$ cat config.mk
export PLATFORM = sky130hd
export DESIGN_NAME = cpu_run_controller_flat
export DESIGN_NICKNAME = d
export VERILOG_FILES = /design/src/rtl/cpu_run_controller_pkg.sv /design/src/rtl/cpu_run_controller_if.sv /design/src/rtl/cpu_run_controller_saturating_counter.sv /design/src/rtl/cpu_run_controller.sv /design/src/flat_wrapper.sv
export SDC_FILE = /design/constraint.sdc
export NUM_CORES = 1
export LEC_CHECK = 0
export CORE_ASPECT_RATIO = 0.75
export CORE_MARGIN = 1
export CORE_UTILIZATION = 46
export DETAILED_ROUTE_END_ITERATION = 8
export GPL_TIMING_DRIVEN = 0
export HOLD_SLACK_MARGIN = 0.15
export MAX_ROUTING_LAYER = met4
export PLACE_DENSITY = 0.87
export RECOVER_POWER = 25
export SLEW_MARGIN = 20
export SYNTH_ARGS = -nofsm -noshare
export SYNTH_HDL_FRONTEND = slang
export SYNTH_SLANG_ARGS = --single-unit
$ cat constraint.sdc
create_clock -name clk -period 4 [get_ports clk]
set_clock_uncertainty 0.2 [all_clocks]
set_input_delay 1.2 -clock clk [delete_from_list [all_inputs] [get_ports clk]]
set_output_delay 1.2 -clock clk [all_outputs]
set_load 0.05 [all_outputs]
$ cat src/rtl/cpu_run_controller_pkg.sv
// cpu_run_controller_pkg: command, state and CPU error types shared by the run controller.
package cpu_run_controller_pkg;
  typedef enum logic [1:0] {
    CMD_RESET = 2'd0,
    CMD_RUN   = 2'd1,
    CMD_STEP  = 2'd2,
    CMD_HALT  = 2'd3
  } ctrl_cmd_e;
  typedef enum logic [2:0] {
    RESETTING = 3'd0,
    HALTED    = 3'd1,
    RUNNING   = 3'd2,
    STEPPING  = 3'd3,
    STOPPED   = 3'd4,
    FAULT     = 3'd5
  } ctrl_state_e;
  typedef struct packed {
    logic decoder;
    logic alu;
  } cpu_error_t;
  function automatic logic [7:0] step_load(input logic [7:0] n);
    return (n == 8'd0) ? 8'd1 : n;
  endfunction
endpackage

$ cat src/rtl/cpu_run_controller_if.sv
// cpu_run_controller_if: host command handshake, CPU control/status and debug outputs.
interface cpu_run_controller_if #(parameter int CNT_W = 32);
  import cpu_run_controller_pkg::*;
  logic             cmd_valid;
  logic             cmd_ready;
  ctrl_cmd_e        cmd;
  logic [7:0]       step_count;
  logic             cpu_stop;
  cpu_error_t       cpu_error;
  logic             cpu_clk_en;
  logic             cpu_reset;
  ctrl_state_e      state;
  cpu_error_t       error_latched;
  logic [CNT_W-1:0] cycle_count;
  modport master (
    output cmd_valid, cmd, step_count, cpu_stop, cpu_error,
    input  cmd_ready, cpu_clk_en, cpu_reset, state, error_latched, cycle_count
  );
  modport slave (
    input  cmd_valid, cmd, step_count, cpu_stop, cpu_error,
    output cmd_ready, cpu_clk_en, cpu_reset, state, error_latched, cycle_count
  );
endinterface

$ cat src/rtl/cpu_run_controller_saturating_counter.sv
// saturating_counter: up-counter that holds at all-ones, with synchronous clear taking priority.
module saturating_counter #(parameter int W = 32) (
  input  logic         clk,
  input  logic         i_clear,
  input  logic         i_inc,
  output logic [W-1:0] o_count
);
  logic [W-1:0] r_count;
  always_ff @(posedge clk) begin
    r_count <= i_clear ? '0 : (i_inc && !(&r_count)) ? r_count + 1'b1 : r_count;
  end
  assign o_count = r_count;
endmodule

$ cat src/rtl/cpu_run_controller.sv
// cpu_run_controller: sequences CPU reset/run/step/halt by gating its clock enable.
// Define CPU_CYCLE_COUNTER_EN to build the saturating cycle_count; otherwise it is tied to 0.
module cpu_run_controller
  import cpu_run_controller_pkg::*;
#(
  parameter int RESET_CYCLES = 2,
  parameter int CNT_W        = 32
) (
  input logic                clk,
  input logic                reset,
  cpu_run_controller_if.slave bus
);
  ctrl_state_e r_state;
  ctrl_state_e w_nxt_state;
  logic [3:0]  r_rst_cnt;
  logic [3:0]  w_nxt_rst_cnt;
  logic [7:0]  r_step_cnt;
  logic [7:0]  w_nxt_step_cnt;
  cpu_error_t  r_err;
  cpu_error_t  w_nxt_err;
  logic        w_acc;
  logic        w_active;
  logic        w_run_en;
  assign w_acc    = bus.cmd_valid && bus.cmd_ready;
  assign w_active = (r_state == RUNNING) || (r_state == STEPPING);
  assign w_run_en = !bus.cpu_stop && !(|bus.cpu_error);
  always_ff @(posedge clk) begin
    if (reset) begin
      r_state    <= RESETTING;
      r_rst_cnt  <= 4'(RESET_CYCLES);
      r_step_cnt <= '0;
      r_err      <= '0;
    end else begin
      r_state    <= w_nxt_state;
      r_rst_cnt  <= w_nxt_rst_cnt;
      r_step_cnt <= w_nxt_step_cnt;
      r_err      <= w_nxt_err;
    end
  end
  // A visible stop or error outranks any command in the active states, including CMD_RESET.
  always_comb begin
    w_nxt_state    = r_state;
    w_nxt_rst_cnt  = r_rst_cnt;
    w_nxt_step_cnt = r_step_cnt;
    w_nxt_err      = r_err;
    unique case (r_state)
      RESETTING: begin
        w_nxt_rst_cnt = r_rst_cnt - 4'd1;
        if (r_rst_cnt <= 4'd1) w_nxt_state = HALTED;
      end
      HALTED: begin
        if (w_acc && bus.cmd == CMD_RUN) w_nxt_state = RUNNING;
        if (w_acc && bus.cmd == CMD_STEP) begin
          w_nxt_state    = STEPPING;
          w_nxt_step_cnt = step_load(bus.step_count);
        end
      end
      RUNNING, STEPPING: begin
        if (|bus.cpu_error) begin
          w_nxt_state = FAULT;
          w_nxt_err   = bus.cpu_error;
        end else if (bus.cpu_stop) begin
          w_nxt_state = STOPPED;
        end else if (w_acc && bus.cmd == CMD_HALT) begin
          w_nxt_state = HALTED;
        end else if (r_state == STEPPING) begin
          w_nxt_step_cnt = r_step_cnt - 8'd1;
          if (r_step_cnt <= 8'd1) w_nxt_state = HALTED;
        end
      end
      default: ;
    endcase
    if (w_acc && bus.cmd == CMD_RESET && !(w_active && !w_run_en)) begin
      w_nxt_state    = RESETTING;
      w_nxt_rst_cnt  = 4'(RESET_CYCLES);
      w_nxt_step_cnt = '0;
      w_nxt_err      = '0;
    end
  end
  assign bus.cpu_reset     = reset || (r_state == RESETTING);
  assign bus.cmd_ready     = !bus.cpu_reset;
  assign bus.cpu_clk_en    = bus.cpu_reset || (w_active && w_run_en);
  assign bus.state         = r_state;
  assign bus.error_latched = r_err;
`ifdef CPU_CYCLE_COUNTER_EN
  logic w_enter_rst;
  assign w_enter_rst = reset || (w_nxt_state == RESETTING && r_state != RESETTING);
  saturating_counter #(.W(CNT_W)) u_cycle_cnt (
    .clk     (clk),
    .i_clear (w_enter_rst),
    .i_inc   (bus.cpu_clk_en && !bus.cpu_reset),
    .o_count (bus.cycle_count)
  );
`else
  assign bus.cycle_count = '0;
`endif
endmodule

$ cat src/flat_wrapper.sv
// flat-port wrapper written by rule: the top's interface ports become plain ports
module cpu_run_controller_flat import cpu_run_controller_pkg::*;
#(
  parameter int RESET_CYCLES = 2,
  parameter int CNT_W        = 32
)
  (clk, reset, bus_cmd_valid, bus_cmd, bus_step_count, bus_cpu_stop, bus_cpu_error, bus_cmd_ready, bus_cpu_clk_en, bus_cpu_reset, bus_state, bus_error_latched, bus_cycle_count);
  cpu_run_controller_if #(.CNT_W(CNT_W)) bus_i ();
  input logic clk;
  input logic reset;
  input wire logic [$bits(bus_i.cmd_valid)-1:0] bus_cmd_valid;
  input wire logic [$bits(bus_i.cmd)-1:0] bus_cmd;
  input wire logic [$bits(bus_i.step_count)-1:0] bus_step_count;
  input wire logic [$bits(bus_i.cpu_stop)-1:0] bus_cpu_stop;
  input wire logic [$bits(bus_i.cpu_error)-1:0] bus_cpu_error;
  output wire logic [$bits(bus_i.cmd_ready)-1:0] bus_cmd_ready;
  output wire logic [$bits(bus_i.cpu_clk_en)-1:0] bus_cpu_clk_en;
  output wire logic [$bits(bus_i.cpu_reset)-1:0] bus_cpu_reset;
  output wire logic [$bits(bus_i.state)-1:0] bus_state;
  output wire logic [$bits(bus_i.error_latched)-1:0] bus_error_latched;
  output wire logic [$bits(bus_i.cycle_count)-1:0] bus_cycle_count;
  assign bus_i.cmd_valid = bus_cmd_valid;
  assign bus_i.cmd = bus_cmd;
  assign bus_i.step_count = bus_step_count;
  assign bus_i.cpu_stop = bus_cpu_stop;
  assign bus_i.cpu_error = bus_cpu_error;
  assign bus_cmd_ready = bus_i.cmd_ready;
  assign bus_cpu_clk_en = bus_i.cpu_clk_en;
  assign bus_cpu_reset = bus_i.cpu_reset;
  assign bus_state = bus_i.state;
  assign bus_error_latched = bus_i.error_latched;
  assign bus_cycle_count = bus_i.cycle_count;
  cpu_run_controller #(.RESET_CYCLES(RESET_CYCLES), .CNT_W(CNT_W)) u_core (.clk(clk), .reset(reset), .bus(bus_i));
endmodule
Word level (Yosys, flattened, before mapping):

Index checks and enable logic that the tools add are counted.

* register bits: 17
* latch bits: 0
* bits in writable memories: 0
* ROM bits: 0
* input port bits: 16
* output and inout port bits: 40
* memories: 0

* $add $sub $neg: 2
* multipliers: 0
* div/mod/pow operators: 0
* order comparisons: 2
* eq/ne operators: 15
* shift operators: 0
* multiplexer cells: 16
* bitwise operators: 0
* reduce and logical (&&, ||, !) cells: 28

Operators by type and width (number)
* $mux 8: 6
* $mux 3: 8
* $pmux 8 s2: 1
* $ne 5x2->1 const B: 2
* $logic_and 1x1->1: 9
* $pmux 3 s3: 1
* $le 8x1->1 const B: 1
* $logic_not 8->1: 1
* $sub 8x1->8 const B: 1
* $eq 3x2->1 const B: 2
* $ne 2x1->1 const B: 3
* $ne 2x2->1 const B: 3
* $reduce_and 6->1: 1
* $reduce_or 2->1: 3
* $logic_not 1->1: 5
* $reduce_and 5->1: 1
* $eq 2x2->1 const B: 2
* $le 4x1->1 const B: 1
* $sub 4x1->4 const B: 1
* $eq 3x1->1 const B: 1
* $logic_not 3->1: 1
* $logic_or 1x1->1: 3
* $ne 3x1->1 const B: 1
* $reduce_bool 3->1: 1
* 4 further kinds: 4

Longest topological paths before layout:

* depth after elaboration: 9
* mapped depth: 7
* mapped depth without buffers: 7

Worst setup path before layout:

Ideal clock, no wire load.

* kind: input port to output port
* from: in reset
* to: out bus_cpu_clk_en
* arrival time: 2469 ps
* path slack: 131 ps
* stages on the path: 2
* buffers on the path: 0
* cell sequence: nor2_1 nand2_1

* word-level cells in the longest chain between the ends: 2

RTL lines
* from (decl): RTL line flat_wrapper.sv:10 `input logic reset;`
* $logic_or 1x1->1: RTL line cpu_run_controller.sv:80 `assign bus.cpu_reset = reset || (r_state == RESETTING);`
* $logic_or 1x1->1: RTL line cpu_run_controller.sv:82 `assign bus.cpu_clk_en = bus.cpu_reset || (w_active && w_run_en);`
* to (decl): RTL line flat_wrapper.sv:17 `output wire logic [$bits(bus_i.cpu_clk_en)-1:0] bus_cpu_clk_en;`

Every way passes these cells.

Final worst setup path:

* from: in reset
* to: out bus_cmd_ready

* word-level cells in the longest chain between the ends: 2

RTL lines
* $logic_or 1x1->1: RTL line cpu_run_controller.sv:80
* $logic_not 1->1: RTL line cpu_run_controller.sv:81 `assign bus.cmd_ready = !bus.cpu_reset;`
* to (decl): RTL line flat_wrapper.sv:16 `output wire logic [$bits(bus_i.cmd_ready)-1:0] bus_cmd_ready;`

Every way passes these cells.

==> results.md <==
- Worst-path fanout max: 5
- DRC: 0
- Metal2 WL: 1330 um
- Initial core utilization: 0.500
- Ant diodes: 0
- DR pass1 iterations: 4
- Crit path buf inv count: 2
- Clock sink count: 17
- EDFF count, synth: 0
- Nets: 254
- # rows: 16
- Avg WL per Cell: 10.9 um
- HP Class: flop to flop
- Starting DRC count in detailed routing: 61
- Top cell type's share of synthesized area: 0.252
- # hold bufs at CTS: 0
- Layout cell share with drive strength beyond 1: 0.202
- CP startpoint kind: input port
- Final count of hold timing violations: 0
- Cell variety after synth: 42
- Fin crit share: 0.965
- Post-layout util: 0.655
- CTS resizes: 6
- Yosys reg bits: 17
- DRT Wirelength: 2940 um
- Critical path's top delay family: buffers and inverters
- Slowest stage delay, CP: 550 ps
- GRT Residual Overflow: 0
- CORE AREA: 2700 um2
- Die X: 64.6 um
- Count leader, synth: buf_4
- CP Capture Type: output port
- Final setup violation count: 0
- Yosys warning count: 0
- Antenna violations before repair: 0
- Status: complete, but fails checks
- CTS tree: yes
- Rel. slew slack: -0.138
- CTS max path bufs: 2
- CTS Buf Count: 3
- Synth Flop Type: dfxtp_1
- Wire length on met3: 198 um
- Synth area leaders: dfxtp_1 25%, buf_4 19%, nor2_1 6.4%
- Fin. max-slew vios: 9
- Routed vias: 1266
- P&R area growth vs syn: 30.8%
- Count of input and output buffers: 23
- GP Congestion: 0.818
- Synth Instances: 175
- Die H: 49.0 um
- DP Wirelength: 2270 um
- Root Buffer: clkbuf_8
- Async SR Flop Fraction: 0
- CP required: 2600 ps
- Vias in the first global route: 1029
- Top post-synthesis cells by count: 34 x buf_4, 23 x nor2_1, 17 x dfxtp_1, 17 x nand2_1, 14 x a21oi_1
- Die Area: 3160 um2
- Failing checks: capacitance limit, slew limit
- Setup CP Type: input port to output port
- Max Used Layer: met4
- Ports: 56
- Worst Max-Slew Pin Slew: 1690 ps
- Antenna Nets Post-Route: 0
- RSZ-0062 raised after global routing: no
- Register area share after synthesis: 0.252
- Worst path slowest cell: dlygate4sd2_1
- Synthesized cell area: 1350 um2
- CP Cell Sequence: clkdlybuf4s50_1, nor2_1, dlygate4sd2_1
- Clk slew on worst S/H paths: 70 ps
- Largest net degree at the start of global routing: 11
- Final min period: 3860 ps
- Peak VDD IR: 0.207 mV
- H-tree depth: 1
- R2R setup slack: 1110 ps
- M1 WL: 1380 um
- Power Density: 397 nW/um2
- Vias per inst: 4.71
- Leading area contributor after synthesis: dfxtp_1
- First-pass GRT wire length: 4840 um
- # Post-CTS Setup Buffers: 0
- Crit path DAT: 2460 ps
- Syn Area/Cell: 7.73 um2
- Total track usage: 0.206
- Max-Cap Viols: 1
- Power, Total: 0.000702 W
- Fmax: 259 MHz
- Pleak: 0.825 nW
- Clock Latency Late Sink: 260 ps
final timing paths:
path,from,to,cells past startpoint
setup / recovery,reset,bus_cmd_ready,3
hold / removal,u_core.bus.error_latched[0]$_SDFFE_PP0P_,u_core.bus.error_latched[0]$_SDFFE_PP0P_,2
setup reg to reg,u_core.bus.state[2]$_SDFFE_PP0P_,u_core.r_rst_cnt[0]$_SDFFE_PP0P_,6
hold reg to reg,u_core.bus.error_latched[0]$_SDFFE_PP0P_,u_core.bus.error_latched[0]$_SDFFE_PP0P_,2
flip-flops by register name, indices dropped and copies added (netlist names):
| name | count |
|---|---|
| u_core.bus.error_latched | 2 |
| u_core.bus.state | 3 |
| u_core.r_rst_cnt | 4 |
| u_core.r_step_cnt | 8 |
cells in the final DEF (no fill, tap or decap), types with 2 or more instances in the layout:
cell             count
conb_1              32
nand2_1             17
ha_1                 4
dlygate4sd2_1        2
a22oi_1              2
and3_1               2
o21ai_0              7
buf_4               34
clkbuf_8             3
dlygate4sd3_1        2
clkdlybuf4s50_1     18
a211o_1              2
nor3_1               4
nor2b_1              3
buf_2                2
a211oi_1             3
nand3b_1             2
o41ai_1              2
xor2_1               2
nand2b_1             3
dfxtp_1             17
nor2_1              23
nor4_1               2
xnor2_1              2
inv_1                8
a21oi_1             14
cell type report:
class	count	area, um2
plain buffers	36	272
clock buffers	3	41.3
clock inverters	1	5.00
fillers	245	933
inverters	8	30.0
multi-input cells	145	813
flip-flops and latches	17	340
well taps	36	45.0
repair buffers	23	223
cell families after synthesis:
kind of cell / after synthesis / share of synthesized area
other cells: 1 / 0.00277
fa+ha+maj: 4 / 0.0370
flops: 17 / 0.252
compound gates: 41 / 0.215
buf+inv: 44 / 0.223
xor+xnor: 4 / 0.0259
simple gates: 64 / 0.245
stage by stage:
stage	setup TNS, ps	hold slack [ps]	std cells	setup slack [ps]	cell area [um2]
2_1_floorplan	0	249	206	131	1470
3_3_place_gp	-683	251	265	-424	1740
3_5_place_dp	-727	255	265	-464	1740
4_1_cts	0	273	269	52.3	1790
5_1_grt	0	290	269	64.8	1770
6_report	0	267	269	139	1770
power breakdown:
part	total (W)	switching [W]	internal, W
Combinational	0.000341	0.000216	0.000126
Clock	0.000133	0.0000634	0.0000693
Sequential	0.000228	0.0000319	0.000196
per-layer routing:
layer,track usage,vias to the layer above
li1,-,660
met1,0.281,559
met2,0.302,43
met3,0.0514,4
met4,0.0556,0
met5,-,-
worst reg2reg max path, stage by stage, from the launching register on:
cell      delay, ps
dfxtp_1         530
nand2b_1        170
buf_4           170
nor2_2           60
o41ai_1        1320
buf_6           280
nor2_1           60
Power figures use the tool's default switching activity.
